==> src/rtl/amo_bank_arbiter.sv <==
// amo_bank_arbiter
//   Round-robin arbiter that shares one AMO-capable SRAM bank between NumIn
//   requesters. It sits directly in front of the bank's atomic shim. Responses
//   come back one cycle after the grant and are routed to the requester that
//   owns them.
//
// Ports
//   clk_i, rst_i     clock, synchronous active-high reset
//   in_req_i         per-requester request
//   in_gnt_o         per-requester grant (one-hot or zero)
//   in_add_i         per-requester word address
//   in_amo_i         per-requester AMO opcode (0 = plain access)
//   in_wen_i         per-requester write enable (1 = store)
//   in_wdata_i       per-requester write data
//   in_be_i          per-requester byte enables
//   in_rvalid_o      per-requester response valid (one-hot or zero)
//   in_rdata_o       response data, shared by all requesters
//   out_req_o        request to the shim
//   out_gnt_i        grant from the shim (held low during an AMO commit)
//   out_add_o        address to the shim
//   out_amo_o        AMO opcode to the shim
//   out_wen_o        write enable to the shim
//   out_wdata_o      write data to the shim
//   out_be_o         byte enables to the shim
//   out_rdata_i      read data from the shim
//
// Optional build macro: AMO_BANK_ARB_PERF_EN
//   Adds perf_grants_o (completed handshakes) and perf_stalls_o (cycles with
//   out_req_o high and out_gnt_i low). Both saturate at all-ones.

module amo_bank_arbiter #(
  parameter int unsigned NumIn        = 4,
  parameter int unsigned AddrMemWidth = 32,
  parameter int unsigned DataWidth    = 64,
  localparam int unsigned IdxWidth    = (NumIn > 1) ? $clog2(NumIn) : 1,
  localparam int unsigned BeWidth     = DataWidth / 8
) (
  input  logic                                    clk_i,
  input  logic                                    rst_i,
  input  logic [NumIn-1:0]                        in_req_i,
  output logic [NumIn-1:0]                        in_gnt_o,
  input  logic [NumIn-1:0][AddrMemWidth-1:0]      in_add_i,
  input  logic [NumIn-1:0][3:0]                   in_amo_i,
  input  logic [NumIn-1:0]                        in_wen_i,
  input  logic [NumIn-1:0][DataWidth-1:0]         in_wdata_i,
  input  logic [NumIn-1:0][BeWidth-1:0]           in_be_i,
  output logic [NumIn-1:0]                        in_rvalid_o,
  output logic [DataWidth-1:0]                    in_rdata_o,
  output logic                                    out_req_o,
  input  logic                                    out_gnt_i,
  output logic [AddrMemWidth-1:0]                 out_add_o,
  output logic [3:0]                              out_amo_o,
  output logic                                    out_wen_o,
  output logic [DataWidth-1:0]                    out_wdata_o,
  output logic [BeWidth-1:0]                      out_be_o,
  input  logic [DataWidth-1:0]                    out_rdata_i
`ifdef AMO_BANK_ARB_PERF_EN
  ,
  output logic [31:0]                             perf_grants_o,
  output logic [31:0]                             perf_stalls_o
`endif
);

  typedef struct packed {
    logic [AddrMemWidth-1:0] add;
    logic [3:0]              amo;
    logic                    wen;
    logic [DataWidth-1:0]    wdata;
    logic [BeWidth-1:0]      be;
  } req_t;

  typedef enum logic {Idle, AmoCommit} state_e;

  localparam logic [IdxWidth:0] NUM_IN_W = NumIn[IdxWidth:0];

  req_t [NumIn-1:0]    lane_req;
  req_t                win_req;
  logic [IdxWidth-1:0] rr_ptr_q, rr_ptr_d;
  logic [IdxWidth-1:0] rsp_idx_q, rsp_idx_d;
  logic                rvalid_q, rvalid_d;
  state_e              state_q, state_d;
  logic [IdxWidth-1:0] win_idx;
  logic                found;
  logic                hs;
  logic [IdxWidth:0]   ptr_inc;

  // Pack each requester's fields into one request word.
  for (genvar l = 0; l < NumIn; l++) begin : g_lane
    assign lane_req[l] = '{add:   in_add_i[l],
                           amo:   in_amo_i[l],
                           wen:   in_wen_i[l],
                           wdata: in_wdata_i[l],
                           be:    in_be_i[l]};
  end

  // Round-robin search: first requesting index at or after rr_ptr_q, wrapping.
  always_comb begin
    logic [IdxWidth:0] sum;
    win_idx = rr_ptr_q;
    found   = 1'b0;
    sum     = '0;
    for (int i = 0; i < NumIn; i++) begin
      sum = {1'b0, rr_ptr_q} + (IdxWidth+1)'(i);
      if (sum >= NUM_IN_W) sum = sum - NUM_IN_W;
      if (!found && in_req_i[sum[IdxWidth-1:0]]) begin
        found   = 1'b1;
        win_idx = sum[IdxWidth-1:0];
      end
    end
  end

  assign out_req_o = |in_req_i;
  assign hs        = out_req_o & out_gnt_i;
  assign win_req   = found ? lane_req[win_idx] : '0;

  assign out_add_o   = win_req.add;
  assign out_amo_o   = win_req.amo;
  assign out_wen_o   = win_req.wen;
  assign out_wdata_o = win_req.wdata;
  assign out_be_o    = win_req.be;

  assign in_gnt_o = hs ? (NumIn'(1) << win_idx) : '0;

  // Next pointer is one past the winner, modulo NumIn.
  always_comb begin
    ptr_inc = {1'b0, win_idx} + (IdxWidth+1)'(1);
    if (ptr_inc >= NUM_IN_W) ptr_inc = '0;
  end

  always_comb begin
    rr_ptr_d  = rr_ptr_q;
    rvalid_d  = hs;
    rsp_idx_d = rsp_idx_q;
    state_d   = state_q;
    if (hs) begin
      rr_ptr_d  = ptr_inc[IdxWidth-1:0];
      rsp_idx_d = win_idx;
    end
    case (state_q)
      Idle:      if (hs && (out_amo_o != 4'd0)) state_d = AmoCommit;
      AmoCommit: state_d = Idle;
      default:   state_d = Idle;
    endcase
  end

  always_ff @(posedge clk_i) begin
    if (rst_i) begin
      rr_ptr_q  <= '0;
      rvalid_q  <= 1'b0;
      rsp_idx_q <= '0;
      state_q   <= Idle;
    end else begin
      rr_ptr_q  <= rr_ptr_d;
      rvalid_q  <= rvalid_d;
      rsp_idx_q <= rsp_idx_d;
      state_q   <= state_d;
    end
  end

  // A response still in flight when reset arrives is suppressed in that very
  // cycle, so the requester never sees an rvalid that belongs to a dead epoch.
  assign in_rvalid_o = rst_i ? '0 : (NumIn'(rvalid_q) << rsp_idx_q);
  assign in_rdata_o  = out_rdata_i;

`ifndef SYNTHESIS
  // The shim owns the bank while it writes back an AMO result.
  always_ff @(posedge clk_i) begin
    if (!rst_i && state_q == AmoCommit) assert (!out_gnt_i);
  end
`endif

`ifdef AMO_BANK_ARB_PERF_EN
  logic [31:0] perf_grants_q, perf_stalls_q;

  always_ff @(posedge clk_i) begin
    if (rst_i) begin
      perf_grants_q <= '0;
      perf_stalls_q <= '0;
    end else begin
      if (hs && perf_grants_q != 32'hFFFF_FFFF) perf_grants_q <= perf_grants_q + 32'd1;
      if (out_req_o && !out_gnt_i && perf_stalls_q != 32'hFFFF_FFFF)
        perf_stalls_q <= perf_stalls_q + 32'd1;
    end
  end

  assign perf_grants_o = perf_grants_q;
  assign perf_stalls_o = perf_stalls_q;
`endif

endmodule

==> config.mk <==
export PLATFORM = sky130hd
export DESIGN_NAME = amo_bank_arbiter
export DESIGN_NICKNAME = d
export VERILOG_FILES = /design/src/rtl/amo_bank_arbiter.sv
export SDC_FILE = /design/constraint.sdc
export NUM_CORES = 1
export LEC_CHECK = 0
export ABC_AREA = 1
export BUFFER_PORTS_ARGS = -buffer_cell sky130_fd_sc_hd__buf_4
export CORE_AREA = 2 2 268 270
export DETAILED_ROUTE_END_ITERATION = 10
export DIE_AREA = 0 0 270 272
export SYNTH_ARGS = -nofsm -noshare
export SYNTH_HDL_FRONTEND = slang
export SYNTH_SLANG_ARGS = --single-unit
export TNS_END_PERCENT = 30
==> constraint.sdc <==
create_clock -name clk_i -period 2.7 [get_ports clk_i]
set_input_delay 0.27 -clock clk_i [delete_from_list [all_inputs] [get_ports clk_i]]
set_output_delay 0.27 -clock clk_i [all_outputs]
set_load 0.005 [all_outputs]
## Word-level counts from Yosys, hierarchy flattened

Index checks and enable logic that the tools add are counted.

- $add $sub $neg: 8
- Multipliers: 0
- Div/mod/pow operators: 0
- Order comparisons: 10
- Equality and inequality tests: 0
- Shifts and indexed selects: 2
- Mux-type cells: 26
- Bitwise gates (word level): 1
- Reduce and logical (&&, ||, !) cells: 7

Operator list:

| cell | count |
|---|---|
| $bmux W109 S2 | 1 |
| $mux W109 | 2 |
| $mux W2 | 9 |
| $lt A2 B3 Y1 const B | 5 |
| $ge A3 B3 Y1 const B | 4 |
| $bmux W1 S2 | 4 |
| $mux W1 | 8 |
| $mux W4 | 2 |
| $sub A2 B1 Y2 const B | 4 |
| $add A2 B1 Y3 const B | 2 |
| $add A2 B2 Y3 const B | 2 |
| $reduce_or A4 Y1 | 1 |
| $shl A1 B2 Y4 | 1 |
| $shl A1 B2 Y4 const A | 1 |
| $ge A2 B3 Y1 const B | 1 |
| $logic_and A1 B1 Y1 | 3 |
| $logic_not A1 Y1 | 3 |
| $and A1 B1 Y1 | 1 |

- Flip-flop bits (word level): 5
- Latch bits: 0
- Memory bits (writable): 0
- ROM bits: 0
- Input bits: 507
- Output and inout port bits: 182
- Word-level logic and storage cells: 57
- Memories kept: 0

## Logic depth before layout (Yosys ltp)

Gate-level depths: netlist of run 1.

- Depth in word-level cells: 17
- Depth in mapped cells: 16
- Mapped depth without buffers: 15

## Least setup slack after synthesis of run 1

Ideal clock, no wire load.

- Kind: flip-flop to flip-flop
- Start: reg rr_ptr_q[1]
- End: reg rr_ptr_q[1]
- Setup time: 128 ps
- Data arrival time: 1866 ps
- Data required time: 2572 ps
- Path slack: 707 ps
- Cell stages (with the launch flop): 17
- Path buffers: 2
- Period minus slack after synthesis: 1993 ps
- Cells stage by stage: dfxtp_1 inv_2 nand2_2 nand2_2 nand2_1 nand2_2 nand2_1 nand2_1 nand2_1 nand2_2 nand2_4 buf_8 buf_6 inv_2 ha_1 o21ai_0 a21oi_1

- Cells in the longest elaborated chain, start to end: 17
- Elaborated cells between the ends (all ways): 39
- Those cells by class: add/sub (8); order compare (5); mux (20); reduce/logical (6)

Ends and longest elaborated chain:

| element | RTL line | text |
|---|---|---|
| start, declared | 78 | `logic [IdxWidth-1:0] rr_ptr_q, rr_ptr_d;` |
| start signal, assigned | 153 | `rr_ptr_q <= rr_ptr_d;` |
| branches (longest 13 deep; another with $add A2 B1 Y3) | -- |  |
| $mux W2 * | 105 | `if (!found && in_req_i[sum[IdxWidth-1:0]]) begin` |
| named net win_idx[0] | 82 | `logic [IdxWidth-1:0] win_idx;` |
| $add A2 B1 Y3 * | 126 | `ptr_inc = {1'b0, win_idx} + (IdxWidth+1)'(1);` |
| $ge A3 B3 Y1 | 127 | `if (ptr_inc >= NUM_IN_W) ptr_inc = '0;` |
| $mux W2 * | 127 |  |
| named net ptr_inc[1] | 85 | `logic [IdxWidth:0] ptr_inc;` |

Mark *: on every way through the listed nets, which the timed path passes. The select of a mux whose other input is x is not followed.
A chain may end at the register's enable or synchronous reset.

## Worst setup path in the final report of run 1

- Start: reg rr_ptr_q[0]
- End: out out_wdata_o[20]

- Cells in the longest elaborated chain, start to end: 17
- Elaborated cells between the ends (all ways): 40
- Those cells by class: add/sub (7); order compare (4); mux (23); reduce/logical (6)

Ends and longest elaborated chain:

| element | RTL line | text |
|---|---|---|
| branches (longest 16 deep; another with $add A2 B1 Y3) | -- |  |
| $mux W109 * | 114 | `assign win_req = found ? lane_req[win_idx] : '0;` |
| end, declared | 54 | `output logic [DataWidth-1:0] out_wdata_o,` |

Every way passes the cells marked *. The select of a mux whose other input is x is not followed.

==> results of run 1 <==
logic make-up (layout without fill, tap and decap cells):
logic type / Yosys count / in the layout / synth area share (%)
adder cells (fa/ha/maj): 4 / 4 / 0.844
flip-flops: 5 / 5 / 1.69
buffers and inverters: 192 / 765 / 20.9
AO/OA/AOI/OAI: 115 / 115 / 10.7
AND/OR/NAND/NOR: 952 / 954 / 65.9
other: 0 / 3 / 0
synthesized netlist by cell type, types with 2 or more instances:
cell type | instances | area (um^2)
buf_6 | 18 | 203
nand4_2 | 2 | 25.0
buf_2 | 62 | 310
o21ai_0 | 3 | 15.0
dfxtp_1 | 5 | 100
a21oi_2 | 15 | 131
inv_1 | 14 | 52.6
nand2_1 | 705 | 2650
nand3_1 | 226 | 1130
nor3_1 | 2 | 10.0
buf_4 | 78 | 586
a21oi_1 | 96 | 480
nand2_2 | 7 | 43.8
nor2_1 | 7 | 26.3
inv_2 | 5 | 18.8
clkbuf_1 | 14 | 52.6
ha_1 | 4 | 50.1
worst max-delay path, cell delays in order, from the launching register on:
cell and delay, ns:
dfxtp_4 0.40, buf_6 0.14, nand2_4 0.05, nand2_4 0.08, nand2_4 0.06, nand2_4 0.09
nand3_2 0.10, nand2_4 0.12, nand2_8 0.13, nand2_8 0.21, buf_16 0.20, buf_12 0.13
nand2_1 0.04, nand2_1 0.05, nand2_1 0.06, a21oi_2 0.21, buf_4 0.16
sequential cells by signal, summed over array words and instances, names as in the netlist:
name,count
rvalid_q,1
rr_ptr_q,2
rsp_idx_q,2
layout by cell type, fill, tap and decap left out, drive strengths merged:
cell type,count
nor3,2
o21ai,3
nor2,8
nand3,226
clkbuf,22
dfxtp,5
a21oi,111
nand4,3
diode,3
o211ai,1
ha,4
inv,19
nand2,715
buf,721
bufbuf,3
power by group through the flow:
stage / registers, uW / clock network, uW / logic, uW
floorplan: 98.7 / 0 / 4350
global placement: 98.4 / 0 / 9180
CTS: 102 / 243 / 10500
detailed placement: 99.4 / 0 / 9180
finish: 110 / 241 / 12600
global route: 111 / 255 / 13600
per-stage QoR:
| stage | cell area, um^2 | hold WS, ns | TNS (ns) | total power (uW) |
|---|---|---|---|---|
| after floorplan | 5930 | 0.339 | 0 | 4450 |
| after global placement | 11400 | 0.468 | -0.307 | 9280 |
| after detailed placement | 11400 | 0.477 | -0.375 | 9280 |
| after CTS | 12400 | 0.248 | -0.772 | 10800 |
| final | 13800 | 0.249 | -0.858 | 13000 |
| after global routing | 13800 | 0.249 | -10.13 | 14000 |
area by class of cell:
cell class / count / area, um^2 / area share (%)
inverters: 19 / 88.8 / 0.643
multi-input cells: 1073 / 5410 / 39.2
well taps: 950 / 1190 / 8.60
diodes: 3 / 7.51 / 0.0543
clock buffers: 4 / 78.8 / 0.571
flip-flops and latches: 5 / 108 / 0.779
repair buffers: 742 / 6930 / 50.2
metal layers:
metal  track usage [%]  vias up  routed length (um)
li1                  -     5160                   -
met1              14.6     4865               21700
met2              22.0      676               27000
met3              4.00       93                5170
met4              3.74        2                2040
met5                 0        -                  13
worst max-delay path by stage:
stage / start / endpoint / slack (ns) / cells after the start
5_1_grt: rr_ptr_q[0] / in_gnt_o[3] / -0.16 / 17
3_5_place_dp: rr_ptr_q[0] / out_be_o[1] / -0.11 / 15
2_1_floorplan: rr_ptr_q[1] / rr_ptr_q[1] / 0.71 / 16
6_report: rr_ptr_q[0] / out_wdata_o[20] / -0.08 / 16
4_1_cts: rr_ptr_q[0] / out_be_o[1] / -0.06 / 14
3_3_place_gp: rr_ptr_q[0] / out_add_o[30] / -0.10 / 15
what timing repair did:
item                                    in CTS  in global routing
pin swaps                                   13                 68
buffers inserted                            19                 18
cloned                                      14                 22
resized for setup                           89                227
endpoints found under the setup margin     112                113
==> flow_summary_export.csv, run 1 <==
group,metric,value,unit
worst_setup_path,r2r-start,"rr_ptr_q[0]",
worst_setup_path,cp-start-kind,"flip-flop",
die,die_w,270,um
clocking,insertion_delay,0.23,ns
power_and_ir_drop,p_clk_share,1.9,%
placement,finalWeightedCongestion,0.895,
placement,place_hpwl,38100,um
timing,period_needed,2.78,ns
clocking,clkSinkCount,5,
die,top_level_ports,689,
timing,max_clock_freq,0.360,GHz
final_layout,drive_gt1_share,52.5,%
routing,drt-initial-drc-count,539,
routing,viasPerCell,3.86,
timing,hold_viol,0,
worst_hold_path,min_to,"rvalid_q",
routing,routedWlPerCell,20.0,um
clocking,clk_pin_slew,0.03,ns
die,core,70800,um^2
power_and_ir_drop,netSwitchingPower,6530,uW
power_and_ir_drop,p_int,6430,uW
global_routing,track_usage,12.6,%
routing,ant_nets,0,
status,violations,"setup timing",
timing,slew_headroom,67.6,%
clocking,h-tree-depth,1,
clocking,clockBufferDepth,2,
routing,finalWirelength,56000,um
final_layout,final_cells,2796,
final_layout,nNetsFinal,2355,
logic_synthesis,synth_area,5930,um^2
logic_synthesis,syn_nets,1779,
timing,final.setup.worst_slack,-0.0776,ns
logic_synthesis,synth_cell_types,22,
worst_setup_path,r2r_cells,16,
clocking,cts_tree,"built",
final_layout,final_util,19.5,%
power_and_ir_drop,ir_drop,385,uV
global_routing,grt_overflow,0,
final_layout,synthToLayoutAreaGrowth,133,%
timing,setup_viol,40,
power_and_ir_drop,cellPowerDensity,938,nW/um^2
logic_synthesis,async_flop_share,0,%
worst_setup_path,regToRegEndpoint,"rr_ptr_q[1]",
timing,fin_crit_sh,103,%
worst_setup_path,reg2reg_slack,0.26,ns
logic_synthesis,syn_avg_cell_area,4.68,um^2
logic_synthesis,ys_seq_area_share,1.69,%
worst_setup_path,critPathMaxFanout,8,
global_routing,antenna_found_initial,6,
power_and_ir_drop,seq_power_share,0.8,%
timing,rsz0062_at_grt,"true",
logic_synthesis,synth-edff-count,0,
logic_synthesis,ys_ff_latch,5,
flow_run,cap_violations,0,
die,placementRows,98,
die,dieArea,73400,um^2
timing,worst_slew_pin_slew,0.485,ns
clocking,cts_made_buffers,3,
placement,dp_cells,2721,
placement,place_ws,-0.114,ns
worst_hold_path,holdCritStartpoint,"rst_i",
power_and_ir_drop,swShare,50.4,%
worst_setup_path,path_class,"reg2out",
logic_synthesis,synthCells,1268,
global_routing,grt_max_degree,61,
logic_synthesis,synth-main-ff-cell,"dfxtp_1",
worst_hold_path,worstHoldPathCells,2,
power_and_ir_drop,p_leak,0.00723,uW
placement,portBuffers,560,
timing,clock-skew-final,0.00212,ns
status,status,"finished with violations",
clocking,cts-hold-fix-buffers,0,
power_and_ir_drop,p_comb_share,97.3,%
final_layout,fillerInstances,8142,
timing,slew_violations,0,
worst_setup_path,critPathRequiredTime,2.43,ns
die,die_h,272,um
routing,first_pass_iters,5,
worst_setup_path,arrival,2.51,ns
global_routing,grt_pass1_vias,10310,
die,floorplan.initialDensity,8.39,%
routing,route.detailed.drc,0,
clocking,clockRootBuffer,"clkbuf_16",
worst_setup_path,end_kind,"primary output",
global_routing,grt_pass1_wl,68200,um
logic_synthesis,yosys_warnings,0,
routing,vias,10796,
worst_hold_path,hp-class,"in2reg",
No activity file was read; power rests on OpenSTA's default activity.
==> run 2, diff against run 1 <==
--- a/config.mk
+++ b/config.mk
@@ -10,6 +10,7 @@
 export CORE_AREA = 2 2 268 270
 export DETAILED_ROUTE_END_ITERATION = 10
 export DIE_AREA = 0 0 270 272
+export PLACE_DENSITY_LB_ADDON = 0.05
 export SYNTH_ARGS = -nofsm -noshare
 export SYNTH_HDL_FRONTEND = slang
 export SYNTH_SLANG_ARGS = --single-unit
==> run 2 against run 1 <==
  * The flow still finishes with violations (setup timing)
  * Power down 10%
  * First-iteration DRC count shrank 28%
  * Clock power about the same
  * Critical endpoint is now out_wdata_o[55]
  * Flip-flop and latch count is the same
  * Setup slack gained 0.033 ns
  * Fmax up 1.2%
  * Non-clock buffer count shrank 38
  * Count of clock-buffer cells in the layout stayed put
  * Clock skew down 0.00065 ns
  * Via count shrank 5.0%
  * Register-to-register slack improved by 0.02 ns
==> flow_summary_export.csv, run 2 (synthesis gave the netlist of run 1 again) <==
group,metric,value,unit
placement,finalWeightedCongestion,0.819,
timing,fin_crit_sh,102,%
routing,route.detailed.drc,0,
placement,placed_area,11500,um^2
final_layout,layout_common_cells,"nand2_1, buf_4, nand3_1",
status,violations,"setup timing",
die,core,70800,um^2
clocking,clkSinkCount,5,
placement,place_ws,-0.0463,ns
die,dieArea,73400,um^2
worst_setup_path,end_kind,"primary output",
clocking,clockBufferDepth,2,
status,status,"finished with violations",
placement,place_hpwl,42200,um
global_routing,antenna_found_initial,8,
final_layout,synthToLayoutAreaGrowth,117,%
routing,viasPerCell,3.72,
die,top_level_ports,689,
global_routing,grt_overflow,0,
final_layout,regArea,105,um^2
worst_setup_path,cp-start-kind,"flip-flop",
clocking,h-tree-depth,1,
clocking,clk_pin_slew,0.03,ns
clocking,cts-hold-fix-buffers,0,
worst_setup_path,critPathRequiredTime,2.43,ns
timing,setup_viol,4,
flow_run,cap_violations,0,
final_layout,fillerInstances,8344,
worst_setup_path,critPathMaxFanout,13,
routing,first_pass_iters,5,
final_layout,drive_gt1_share,48.4,%
die,die_h,272,um
power_and_ir_drop,ir_drop,255,uV
timing,clock-skew-final,0.00147,ns
worst_setup_path,arrival,2.47,ns
routing,finalWirelength,53600,um
power_and_ir_drop,cellPowerDensity,900,nW/um^2
global_routing,grt_max_degree,52,
final_layout,reg_top3,"rr_ptr_q (2), rsp_idx_q (2), rvalid_q (1)",
final_layout,nNetsFinal,2315,
power_and_ir_drop,p_leak,0.00681,uW
timing,rsz0062_at_grt,"true",
worst_setup_path,path_class,"reg2out",
timing,period_needed,2.74,ns
placement,portBuffers,560,
timing,slew_headroom,73.3,%
routing,routedWlPerCell,19.5,um
routing,ant_nets,0,
clocking,cts_tree,"built",
final_layout,final_common_cell,"nand2_1",
global_routing,track_usage,13.1,%
timing,hold_viol,0,
clocking,insertion_delay,0.23,ns
die,floorplan.initialDensity,8.39,%
timing,worst_slew_pin_slew,0.401,ns
timing,max_clock_freq,0.364,GHz
global_routing,grt_pass1_vias,10475,
timing,slew_violations,0,
die,placementRows,98,
final_layout,fin_area,12900,um^2
routing,drt-initial-drc-count,387,
worst_setup_path,reg2reg_slack,0.28,ns
timing,final.setup.worst_slack,-0.0448,ns
clocking,cts_made_buffers,3,
clocking,clockRootBuffer,"clkbuf_16",
worst_hold_path,hp-class,"in2reg",
routing,vias,10257,
global_routing,grt_pass1_wl,72500,um
final_layout,multiInputGateArea,5100,um^2
die,die_w,270,um
-- run 2: critical path: stages (launching register included) --
cell and delay [ns]:
dfxtp_4 0.36, buf_6 0.13, nand2_2 0.06, nand2_2 0.07
nand2_2 0.09, nand2_4 0.07, nor2_4 0.14, nand4_4 0.18
buf_4 0.21, buf_12 0.15, buf_12 0.14, buf_4 0.15
nand3_1 0.08, nand2_1 0.10, nand2_1 0.09, a21oi_2 0.07
buf_4 0.14
-- run 2: timing repair --
item	CTS	global route
pin swaps	1	43
endpoints found under the setup margin	113	113
cloned	3	14
buffers inserted	8	19
resized for setup	34	149
-- run 2: area by class of cell --
type                            count  area share, %
Clock buffer                        4          0.611
Sequential cell                     5          0.815
Timing Repair Buffer              704           49.1
Antenna cell                        2         0.0388
Inverter                           19          0.611
Multi-Input combinational cell   1071           39.6
Tap cell                          950           9.22
-- run 2: per-stage QoR --
stage	hold slack (ns)	utilization (%)	total power (uW)	TNS [ns]	cells
detailed placement	0.485	16.3	9800	-0.183	2707
CTS	0.252	16.8	10500	-0.0685	2722
global route	0.270	18.2	12700	-15.09	2754
floorplan	0.339	-	4450	0	1268
global placement	0.480	16.3	9920	-0.147	2707
finish	0.257	18.2	11600	-0.0834	2755
-- run 2: worst paths after layout --
kind | cells after the start | from | end
min reg2reg | 2 | rsp_idx_q[0] | rsp_idx_q[0]
max | 16 | rr_ptr_q[0] | out_wdata_o[55]
min | 2 | rst_i | rsp_idx_q[0]
max reg2reg | 15 | rr_ptr_q[0] | rr_ptr_q[1]
-- run 2: power breakdown --
part | switching [uW] | leakage, uW | internal (uW) | total (uW)
clock network | 47.7 | 0.0000382 | 196 | 243
logic | 5710 | 0.00673 | 5540 | 11300
registers | 17.5 | 0.0000424 | 88.5 | 106
total | 5770 | 0.00681 | 5830 | 11600
-- run 2: routing by layer --
| metal | global-route usage (%) | wire length, um | up-vias |
|---|---|---|---|
| li1 | - | - | 5058 |
| met3 | 5.32 | 5200 | 36 |
| met4 | 1.37 | 602 | 12 |
| met5 | 0 | 72 | - |
| met2 | 23.1 | 25400 | 431 |
| met1 | 15.4 | 22400 | 4720 |
==> run 3, diff against run 2 <==
--- a/config.mk
+++ b/config.mk
@@ -10,6 +10,7 @@
 export CORE_AREA = 2 2 268 270
 export DETAILED_ROUTE_END_ITERATION = 10
 export DIE_AREA = 0 0 270 272
+export GPL_TIMING_DRIVEN = 0
 export PLACE_DENSITY_LB_ADDON = 0.05
 export SYNTH_ARGS = -nofsm -noshare
 export SYNTH_HDL_FRONTEND = slang
==> run 3 against run 2 <==
  * The run now ends clean
  * Sequential share of layout area hardly changed
  * Flip-flop and latch count stayed put
  * Worst hold slack worse by 0.0067 ns
  * Critical path depth is 2 higher
  * Count of clock-buffer cells in the layout stayed put
  * Final area is 3.3% higher
  * Combinational power is 4% lower
  * Core utilization is 0.61 points higher
  * First-iteration DRC count is 9.8% lower
  * Die area stayed put
  * Via count is 3.3% higher
  * Fmax is 2.4% higher
==> flow_summary_export.csv, run 3 (synthesis gave the netlist of run 1 again) <==
group,metric,value,unit
routing,vias,10597,
power_and_ir_drop,p_clk_share,2.2,%
worst_setup_path,reg2reg_slack,0.40,ns
routing,first_pass_iters,5,
die,floorplan.initialDensity,8.39,%
clocking,clockRootBuffer,"clkbuf_16",
final_layout,final_common_cell,"buf_4",
worst_hold_path,hp-class,"in2reg",
timing,slew_violations,0,
placement,finalWeightedCongestion,0.867,
timing,clock-skew-final,0.000107,ns
worst_setup_path,crit_family,"simple AND/OR/NAND/NOR gates",
power_and_ir_drop,ir_drop,256,uV
final_layout,fillerInstances,8417,
clocking,insertion_delay,0.23,ns
die,die_w,270,um
final_layout,final_cells,2869,
power_and_ir_drop,netSwitchingPower,5850,uW
flow_run,cap_violations,0,
worst_setup_path,critPathRequiredTime,2.43,ns
die,core,70800,um^2
global_routing,grt_pass1_vias,11009,
worst_setup_path,cp_cell_sequence,"buf_8, nand2_2, nand2_4, nand2_4, nand2_4, nand2_2, nand2_1, nand2_2, nand2_8, nand2_8, buf_12, buf_12, clkbuf_16, nand2_2, nand2_1, nand2_1, a21oi_2, buf_4",
timing,hold_viol,0,
clocking,cts_tree,"built",
timing,max_clock_freq,0.373,GHz
routing,route.detailed.drc,0,
timing,slew_headroom,39.9,%
die,placementRows,98,
worst_setup_path,cp-start-kind,"flip-flop",
timing,worst_slew_pin_slew,0.901,ns
power_and_ir_drop,swShare,52.6,%
routing,viasPerCell,3.69,
placement,portBuffers,624,
timing,rsz0062_at_grt,"true",
worst_setup_path,worstPathBufferInverterCount,5,
timing,setup_viol,0,
global_routing,antenna_found_initial,9,
routing,routedWlPerCell,20.4,um
global_routing,grt_pass1_wl,79500,um
worst_setup_path,max_stage_delay,0.36,ns
final_layout,synthToLayoutAreaGrowth,125,%
timing,period_needed,2.68,ns
placement,place_hpwl,49000,um
global_routing,grt_overflow,0,
final_layout,drive_gt1_share,50.7,%
final_layout,reg_top3,"rr_ptr_q (2), rsp_idx_q (2), rvalid_q (1)",
die,dieArea,73400,um^2
worst_setup_path,path_common_cell,"nand2_2",
status,status,"finished, final reports clean",
worst_setup_path,arrival,2.41,ns
placement,dp_cells,2842,
die,die_h,272,um
global_routing,track_usage,14.9,%
routing,finalWirelength,58600,um
power_and_ir_drop,seq_power_share,1.0,%
power_and_ir_drop,p_int,5270,uW
die,top_level_ports,689,
clocking,cts_made_buffers,3,
final_layout,final_util,18.8,%
power_and_ir_drop,cellPowerDensity,834,nW/um^2
worst_setup_path,path_class,"reg2out",
clocking,clk_pin_slew,0.03,ns
worst_setup_path,crit_slowest_cell,"dfxtp_4",
clocking,clockBufferDepth,2,
clocking,clkSinkCount,5,
global_routing,grt_max_degree,20,
routing,drt-initial-drc-count,349,
power_and_ir_drop,p_leak,0.00716,uW
power_and_ir_drop,p_comb_share,96.8,%
worst_setup_path,end_kind,"primary output",
clocking,h-tree-depth,1,
final_layout,nNetsFinal,2429,
final_layout,layout_common_cells,"buf_4, nand2_1, nand3_1",
timing,fin_crit_sh,99.3,%
worst_setup_path,critPathMaxFanout,5,
routing,ant_nets,0,
==> run 3: metrics by stage <==
| stage | setup TNS [ns] | setup slack [ns] | instance area (um^2) | hold WS [ns] | total power [uW] |
|---|---|---|---|---|---|
| 3_5_place_dp | -24.45 | -0.511 | 11800 | 0.492 | 9240 |
| 2_1_floorplan | 0 | 0.707 | 5930 | 0.339 | 4450 |
| 6_report | 0 | 0.0197 | 13300 | 0.250 | 11100 |
| 5_1_grt | -5.22 | -0.133 | 13300 | 0.263 | 12200 |
| 3_3_place_gp | -83.48 | -1.09 | 11800 | 0.491 | 9320 |
| 4_1_cts | -0.330 | -0.0419 | 12700 | 0.252 | 10700 |
==> run 3: per-layer routing <==
layer  routed length [um]  track usage, %  part of all wire, %  vias up
met5                   84               0                 0.14        -
met4                  710            1.62                  1.2       14
met3                 5780            5.99                  9.9       38
met2                29400            27.2                   50      428
met1                22600            16.6                   39     4827
li1                     -               -                    -     5290
==> run 3: path summary, 6_finish.rpt <==
path	endpoint	startpoint	cells after the start
worst max-delay path	out_wdata_o[18]	rr_ptr_q[0]	18
worst min-delay path	rsp_idx_q[0]	rst_i	2
worst max register to register	rr_ptr_q[1]	rr_ptr_q[0]	16
worst min register to register	rsp_idx_q[0]	rsp_idx_q[0]	2
==> run 3: power by group through the flow <==
stage                     clock network [uW]  logic, uW  registers, uW
final                                    247      10800            110
after CTS                                251      10300            108
after detailed placement                   0       9140            103
after global placement                     0       9220            103
after floorplan                            0       4350           98.7
after global routing                     254      11900            112
==> run 3: timing repair <==
action / CTS / global route
endpoints found under the setup margin: 113 / 113
cloned: 5 / 8
buffers inserted: 9 / 4
hold buffers: 0 / 0
pin swaps: 15 / 42
gates resized for setup: 158 / 155
==> run 3: final cells by class <==
type                    instances  area, um^2  area share [%]
inverters                      19        81.3           0.610
flip-flops and latches          5         108           0.807
plain buffers                 171        1640            12.3
diodes                          2        5.00          0.0376
repair buffers                647        5100            38.3
well taps                     950        1190            8.92
multi-input cells            1071        5120            38.4
clock buffers                   4        78.8           0.591
==> run 3: worst reg2reg max path: stages, from the launching register on <==
cell and delay, ns:
dfxtp_4 0.36, buf_8 0.14, nand2_2 0.07, nand2_4 0.07, nand2_4 0.07, nand2_4 0.06
nand2_2 0.07, nand2_1 0.07, nand2_2 0.12, nand2_8 0.10, nand2_8 0.12, buf_12 0.18
buf_12 0.16, inv_2 0.05, ha_1 0.29, o21ai_0 0.19, a21oi_1 0.06
